<file path="src/rtl/data_combiner.sv">
// Packs a UART byte stream MSB-first into 32-bit words and buffers them in a
// first-word-fall-through FIFO with a valid/ready output and a sticky overflow flag.
module data_combiner #(
  parameter int DEPTH = 16,
  parameter int LW    = 5
) (
  input  logic          clk,
  input  logic          rstn,
  input  logic [7:0]    data_i,
  input  logic          valid_pulse_i,
  input  logic          clr_i,
  input  logic          ready,
  output logic [31:0]   data_o,
  output logic          valid_o,
  output logic [LW-1:0] level_o,
  output logic          overflow_o
);

  localparam int AW = $clog2(DEPTH);

  logic [1:0]    byte_cnt;
  logic [23:0]   shift;
  logic [31:0]   mem [DEPTH];
  logic [AW-1:0] wr_ptr;
  logic [AW-1:0] rd_ptr;
  logic [LW-1:0] level;
  logic          overflow;

  logic full;
  logic push;
  logic pop;
  logic push_ok;

  assign full    = (level == LW'(DEPTH));
  // A clear in the same cycle as the fourth byte restarts the word, so nothing is pushed.
  assign push    = valid_pulse_i && !clr_i && (byte_cnt == 2'd3);
  assign pop     = valid_o && ready;
  // When full, a simultaneous pop frees the head slot, which is the one being written.
  assign push_ok = push && (!full || pop);

  // NOTE: sequential state uses non-blocking assignments so every register
  // samples pre-edge values regardless of statement order.
  always_ff @(posedge clk) begin
    if (!rstn) begin
      byte_cnt <= 2'd0;
      shift    <= 24'h0;
    end else if (clr_i) begin
      byte_cnt <= valid_pulse_i ? 2'd1 : 2'd0;
      shift    <= valid_pulse_i ? {16'h0, data_i} : 24'h0;
    end else if (valid_pulse_i) begin
      byte_cnt <= byte_cnt + 2'd1;
      shift    <= {shift[15:0], data_i};
    end
  end

  // NOTE: the storage array has no reset; the pointers and level define which
  // entries are meaningful, and data_o is a don't-care while valid_o is low.
  always_ff @(posedge clk) begin
    if (rstn && push_ok) begin
      mem[wr_ptr] <= {shift, data_i};
    end
  end

  always_ff @(posedge clk) begin
    if (!rstn) begin
      wr_ptr   <= '0;
      rd_ptr   <= '0;
      level    <= '0;
      overflow <= 1'b0;
    end else begin
      if (push_ok) begin
        wr_ptr <= wr_ptr + AW'(1);
      end
      if (pop) begin
        rd_ptr <= rd_ptr + AW'(1);
      end
      case ({push_ok, pop})
        2'b10:   level <= level + LW'(1);
        2'b01:   level <= level - LW'(1);
        default: level <= level;
      endcase
      if (push && !push_ok) begin
        overflow <= 1'b1;
      end
    end
  end

  assign data_o     = mem[rd_ptr];
  assign valid_o    = (level != '0);
  assign level_o    = level;
  assign overflow_o = overflow;

endmodule
</file>
<file path="config.mk">
export PLATFORM = sky130hd
export DESIGN_NAME = data_combiner
export DESIGN_NICKNAME = d
export VERILOG_FILES = /design/src/rtl/data_combiner.sv
export SDC_FILE = /design/constraint.sdc
export NUM_CORES = 1
export LEC_CHECK = 0
export BUFFER_PORTS_ARGS = -buffer_cell sky130_fd_sc_hd__buf_2
export CORE_UTILIZATION = 51
export CTS_CLUSTER_DIAMETER = 60
export DETAILED_ROUTE_END_ITERATION = 8
export PLACE_DENSITY_LB_ADDON = 0.15
export REMOVE_ABC_BUFFERS = 1
export SETUP_SLACK_MARGIN = 0.4
export SLEW_MARGIN = 25
export SYNTH_ARGS = -nofsm -noshare
export SYNTH_HDL_FRONTEND = slang
export SYNTH_SLANG_ARGS = --single-unit
</file>
<file path="constraint.sdc">
create_clock -name clk -period 4.7 [get_ports clk]
set_input_delay 0.235 -clock clk [delete_from_list [all_inputs] [get_ports clk]]
set_output_delay 0.235 -clock clk [all_outputs]
set_load 0.02 [all_outputs]
</file>
==> results of run 1 <==
[how the worst min path moves through the flow]
stage,end,startpoint,cells after the start,slack (ns)
after floorplan,mem[0][0]$_DFFE_PP_,data_i[0],0,0.33
after global placement,overflow_o$_SDFFE_PN0P_,overflow_o$_SDFFE_PN0P_,2,0.47
after detailed placement,overflow_o$_SDFFE_PN0P_,overflow_o$_SDFFE_PN0P_,2,0.45
after CTS,mem[6][7]$_DFFE_PP_,data_i[7],1,0.01
after global routing,mem[6][7]$_DFFE_PP_,data_i[7],1,0.03
final,mem[6][7]$_DFFE_PP_,data_i[7],1,0.04
[state kept, by name (all words and copies together) (netlist names), named ones only]
register,flops
wr_ptr,4
mem,512
shift,24
overflow_o,1
rd_ptr,4
byte_cnt,2
level_o,5
[synth_stat cells]
cell type,instances,area [um^2]
and2_1,4,25.0
o311a_1,1,10.0
o211ai_1,1,7.51
nand4_1,1,6.26
xnor2_1,6,52.6
a211o_1,1,8.76
nand2_1,13,48.8
nor4_4,1,21.3
a31oi_4,1,21.3
inv_1,8,30.0
nor3b_1,8,60.1
nor3_1,2,10.0
dfxtp_1,44,881
a21oi_1,9,45.0
o221ai_1,2,17.5
and3b_1,1,8.76
buf_6,8,90.1
a21o_1,1,7.51
o21ai_1,1,5.00
fa_1,1,20.0
clkbuf_1,20,75.1
mux4_2,144,3240
nor4_1,1,6.26
and3_1,13,81.3
or4_1,1,7.51
nand3b_1,1,7.51
xor2_1,2,17.5
nor2_1,38,143
buf_1,6,22.5
nand2b_1,2,12.5
mux2i_1,24,240
clkbuf_2,1,5.00
or2_2,1,6.26
nand3_1,5,25.0
mux4_1,16,420
a211oi_1,2,15.0
nor2b_1,3,18.8
o22a_1,1,8.76
buf_2,7,35.0
a31oi_1,2,12.5
buf_4,6,45.0
edfxtp_1,512,15400
ha_1,9,113
[worst max-delay path, cell delays in order (launching register included)]
cell     delay (ns)
dfxtp_4        0.91
buf_12         0.34
mux4_1         0.62
mux4_2         0.50
buf_2          0.18
[cell families after synthesis]
group | Yosys count
AO/OA/AOI/OAI | 22
flip-flops | 556
AND/OR/NAND/NOR | 95
XOR/XNOR | 8
buffers and inverters | 56
adder cells (fa/ha/maj) | 10
multiplexers | 184
[layer usage]
| metal | up-vias | share of wire (%) | GRT usage (%) |
|---|---|---|---|
| met2 | 287 | 48 | 34.0 |
| met5 | - | 0 | 0 |
| li1 | 4095 | - | - |
| met3 | 62 | 5.4 | 3.50 |
| met4 | 0 | 2.1 | 6.62 |
| met1 | 5138 | 44 | 31.7 |
[final cells by class]
class	instances	area (um^2)
inverters	8	30.0
repair buffers	74	526
clock buffers	65	1490
multi-input cells	319	4790
fillers	2919	16800
clock inverters	39	427
flip-flops and latches	556	16300
well taps	532	666
[stage by stage]
step / std cells / worst slack, ns / hold WS (ns) / utilization [%]
after floorplan: 883 / -1.87 / 0.334 / -
after global placement: 1485 / 1.64 / 0.471 / 54.1
after detailed placement: 1488 / 1.55 / 0.452 / 54.3
after CTS: 1593 / 1.17 / 0.0128 / 58.9
after global routing: 1593 / 1.07 / 0.0301 / 59.0
final: 1593 / 1.25 / 0.0357 / 59.0
[where the power goes]
group / internal, mW / switching, mW / total, mW
Clock: 2.75 / 1.84 / 4.59
Combinational: 0.106 / 0.114 / 0.220
Sequential: 5.37 / 0.0395 / 5.41
==> summary.txt, run 1 <==
Status
  • Status: complete, but fails checks
  • Violated checks: design-rule violations

Die
  • FP Rows: 74
  • Ports: 52
  • Die area: 42600 um^2
  • Die X: between 200 and 250 um
  • Die extent in y: ~210 um
  • Core area: 41000 um^2
  • Starting density of the core: around half

Global route
  • First-pass GRT wire length: between 60 and 70 mm
  • Initial antenna violation count: 0
  • Pin count of the biggest net entering global routing: just under 60
  • Total Routing Usage GR: between 20% and 30%
  • Vias in the first global route: between 9000 and 10000
  • GR Overflow Total: 0

Synthesis
  • Compound-Gate Fraction of Synth Area: less than 1%
  • Adder-cell share of the synthesized area: less than 1%
  • Synth unique cells: 43
  • Combinational family with the most area after synthesis: multiplexers
  • Mux cell area share after synthesis: ~18%
  • Xor/xnor cell area share of the yosys netlist: 0.329%
  • Synthesized area: ~21000 um^2
  • Mapped Cells: 931
  • Post-synthesis sequential area ratio: 76.3%
  • Synthesis Warnings: 0
  • Synth Area in Simple Gates: under 10%
  • #FFs+latches synth: 556
  • Average cell area after synthesis: about 23 um^2

Drt
  • DRC viols: 2
  • Routed len/inst: roughly 28 um
  • Iter 0 DRT Violations: 803
  • Routed Antenna Nets: 0
  • Via-per-instance ratio: around 6.0
  • DRT Pass-1 Iters: 6
  • Final WL: roughly 44 mm
  • Vias: around 9600

Clock tree
  • Post-CTS Setup Repair Bufs: 0
  • CTS resizes: 0
  • Root Driver: clkbuf_16
  • CTS Buf Count: 56
  • Reg clk slew, reported paths: about 0.06 ns
  • CTS tree: done
  • CTS max path bufs: 3
  • Clock Latency Late Sink: between 0.5 and 0.6 ns
  • Sink Count: 556
  • H-tree levels: 2
  • Hold buffer count at cts: 1

Cells and area
  • Commonest non-fill, non-tap cell in the layout: edfxtp_1
  • Layout area overhead: 13.5%
  • Nets@finish: just over 1000
  • Share of cells above drive strength 1: a little under a third
  • Design area: roughly 24000 um^2
  • Leading cell types in the layout, fill and taps excluded: edfxtp_1, mux4_2, clkbuf_16, buf_2, dfxtp_1
  • Antenna cells: 0

Flow run
  • MaxCap Viol Count: 0

Setup path
  • CP max FO: 38
  • FF-to-FF End: mem[8][18]$_DFFE_PP_
  • Critical path class: reg2out
  • Reg2reg start: byte_cnt[1]$_SDFFE_PN0P_
  • CP Capture Type: output pin
  • Worst EP arrival: 3.21 ns
  • CP endpoint: data_o[23]
  • Setup slack, reg-to-reg: 1.75 ns
  • Startpoint Class: flip-flop
  • Reg2Reg Depth: 5
  • Required @ worst endpoint: ~4.5 ns

Hold path
  • Worst Hold Class: in2reg

Timing
  • Slew headroom: ~32%
  • Fin. Hold Viols: 0
  • Achievable frequency: between 200 and 300 MHz
  • Final slew viol count: 0
  • Period utilization: about three quarters
  • TNS Setup: 0 ns
  • Final setup vio count: 0
  • Setup skew after layout: 0.0109 ns
  • Unrepaired setup endpoints after global routing: false
  • Clock period minus final worst setup slack: about 3.4 ns
  • Worst Max-Slew Pin Slew: 1.02 ns

Place
  • # port buffers: 51
  • DP Wirelength: 23.5 mm
  • GPL Wtd Cong: 0.748
  • Placement Cell Area: between 20000 and 25000 um^2

Power
  • Power Total: 10.2 mW
  • Power per cell area: between 400 and 500 nW/um^2
  • Peak VDD IR: approximately 0.28 mV
  • Leak pwr: a little under 8 nW
Power figures use the tool's default switching activity.
==> run 2, diff against run 1 <==
Clock period 4.7 ns to 3.45 ns, I/O delays scaled along.
==> summary.txt, run 2 (synthesis gave the netlist of run 1 again) <==
Status
  • Status: complete, but fails checks
  • Violated checks: design-rule violations

Timing
  • Final slew viol count: 0
  • TNS Setup: 0 ns
  • Unrepaired setup endpoints after global routing: false
  • Slew headroom: a little over two fifths
  • Worst Max-Slew Pin Slew: between 0.8 and 0.9 ns
  • Clock period minus final worst setup slack: about 2.9 ns
  • Setup skew after layout: approximately 0.012 ns
  • Final setup vio count: 0
  • Period utilization: a little under nine tenths
  • Achievable frequency: 341 MHz
  • Fin. Hold Viols: 0

Drt
  • DRT Pass-1 Iters: 7
  • Routed len/inst: roughly 28 um
  • Final WL: between 40 and 50 mm
  • Vias: approximately 9700
  • Via-per-instance ratio: between 5 and 6
  • Iter 0 DRT Violations: approximately 850
  • Routed Antenna Nets: 0
  • DRC viols: 1

Power
  • Peak VDD IR: around 0.33 mV
  • Power per cell area: 549 nW/um^2
  • Leak pwr: just under 8 nW

Die
  • Die X: slightly above 200 um
  • Core area: 41000 um^2
  • Die area: around 43000 um^2
  • Die extent in y: a little over 200 um
  • Starting density of the core: between 50% and 60%
  • Ports: 52
  • FP Rows: 74

Clock tree
  • CTS resizes: 0
  • H-tree levels: 2
  • Clock Latency Late Sink: 0.59 ns
  • CTS max path bufs: 3
  • CTS Buf Count: 55
  • CTS tree: done
  • Reg clk slew, reported paths: roughly 0.06 ns
  • Sink Count: ~560
  • Root Driver: clkbuf_16

Setup path
  • WP depth: 4
  • Startpoint Class: flip-flop
  • Critical path class: reg2out
  • CP endpoint: data_o[10]
  • Required @ worst endpoint: about 3.3 ns
  • FF-to-FF End: mem[11][5]$_DFFE_PP_
  • Slowest stage delay, CP: between 0.7 and 0.8 ns
  • Worst EP arrival: 2.76 ns
  • Critical Path, Cell by Cell: buf_4 -> mux4_2 -> mux4_2 -> buf_2
  • Crit-path slowest cell: dfxtp_4
  • Crit path top cell by count: mux4_2
  • Crit path max-delay family: multiplexers
  • CP max FO: 31
  • CP Capture Type: output pin
  • CP bufs+invs: 2
  • Setup slack, reg-to-reg: around 0.90 ns
  • Reg2reg start: byte_cnt[0]$_SDFFE_PN0P_
  • Reg2Reg Depth: 5

Cells and area
  • Nets@finish: ~1100
  • Largest register by flop count: mem
  • Area occupied by multi-input gates: ~4800 um^2
  • Layout area overhead: 14.1%
  • Fillers: roughly 2900
  • Share of cells above drive strength 1: a little under a third
  • Commonest non-fill, non-tap cell in the layout: edfxtp_1
  • Antenna cells: 0
  • Fin cells: around 1600
  • Reg area: ~16000 um^2
  • Largest register FFs: between 500 and 600
  • Leading cell types in the layout, fill and taps excluded: edfxtp_1, mux4_2, clkbuf_16, buf_2, dfxtp_1

Global route
  • Pin count of the biggest net entering global routing: 35
  • Initial antenna violation count: 0
  • Total Routing Usage GR: between 20 and 25%
  • First-pass GRT wire length: ~67 mm
  • Vias in the first global route: approximately 10000
  • GR Overflow Total: 0

Hold path
  • Worst Hold Class: in2reg

Flow run
  • MaxCap Viol Count: 0

Place
  • DP Cell Count: around 1500
  • # port buffers: 51
  • DP Wirelength: between 20 and 25 mm
  • GPL Wtd Cong: between 0.7 and 0.8
[run 2: layout make-up]
cell class                      count  share of cell area, %
Timing Repair Buffer              101                   3.59
Multi-Input combinational cell    319                   19.6
Clock buffer                       81                   6.52
Inverter                            8                  0.123
Tap cell                          532                   2.74
Sequential cell                   556                   66.9
Clock inverter                     22                  0.545
[run 2: metal layers]
metal / vias to the layer above / wire, um / global-route usage (%)
li1: 4146 / - / -
met1: 5194 / 19400 / 31.8
met2: 283 / 22000 / 35.5
met3: 58 / 2660 / 3.85
met4: 0 / 980 / 6.91
met5: - / 0 / 0
[run 2: worst min-delay path: cells and delay by family]
kind	cells	cell delay [ns]
compound gates	2	0.23
buf+inv	1	0.16
[run 2: stage by stage]
step	power (mW)	instance area, um^2	hold WS (ns)	setup WS, ns	utilization, %
after global routing	13.7	24300	0.0813	0.435	59.3
final	13.4	24300	0.0401	0.516	59.3
after global placement	7.82	22500	0.475	0.958	54.9
after CTS	13.5	24300	0.0125	0.459	59.3
after floorplan	7.71	21000	0.271	-3.06	-
after detailed placement	7.82	22500	0.461	0.915	54.9
[run 2: worst min-delay path by stage]
stage	slack (ns)	cells past startpoint	start	to
2_1_floorplan	0.27	0	data_i[0]	mem[0][0]$_DFFE_PP_
3_3_place_gp	0.47	2	overflow_o$_SDFFE_PN0P_	overflow_o$_SDFFE_PN0P_
5_1_grt	0.08	3	ready	level_o[4]$_SDFFE_PN0P_
6_report	0.04	3	ready	level_o[4]$_SDFFE_PN0P_
3_5_place_dp	0.46	2	overflow_o$_SDFFE_PN0P_	overflow_o$_SDFFE_PN0P_
4_1_cts	0.01	3	ready	level_o[4]$_SDFFE_PN0P_
[run 2: what timing repair did]
item,4_1_cts,5_1_grt
setup endpoints to repair,13,0
hold buffers,9,0
endpoints found under the hold margin,133,0
buffers inserted,1,0
[run 2: where the power goes]
group / internal [mW] / switching (mW) / leakage, nW
Combinational: 0.160 / 0.169 / 1.89
Clock: 3.25 / 2.42 / 0.843
Sequential: 7.31 / 0.0409 / 5.15
Total: 10.7 / 2.63 / 7.88
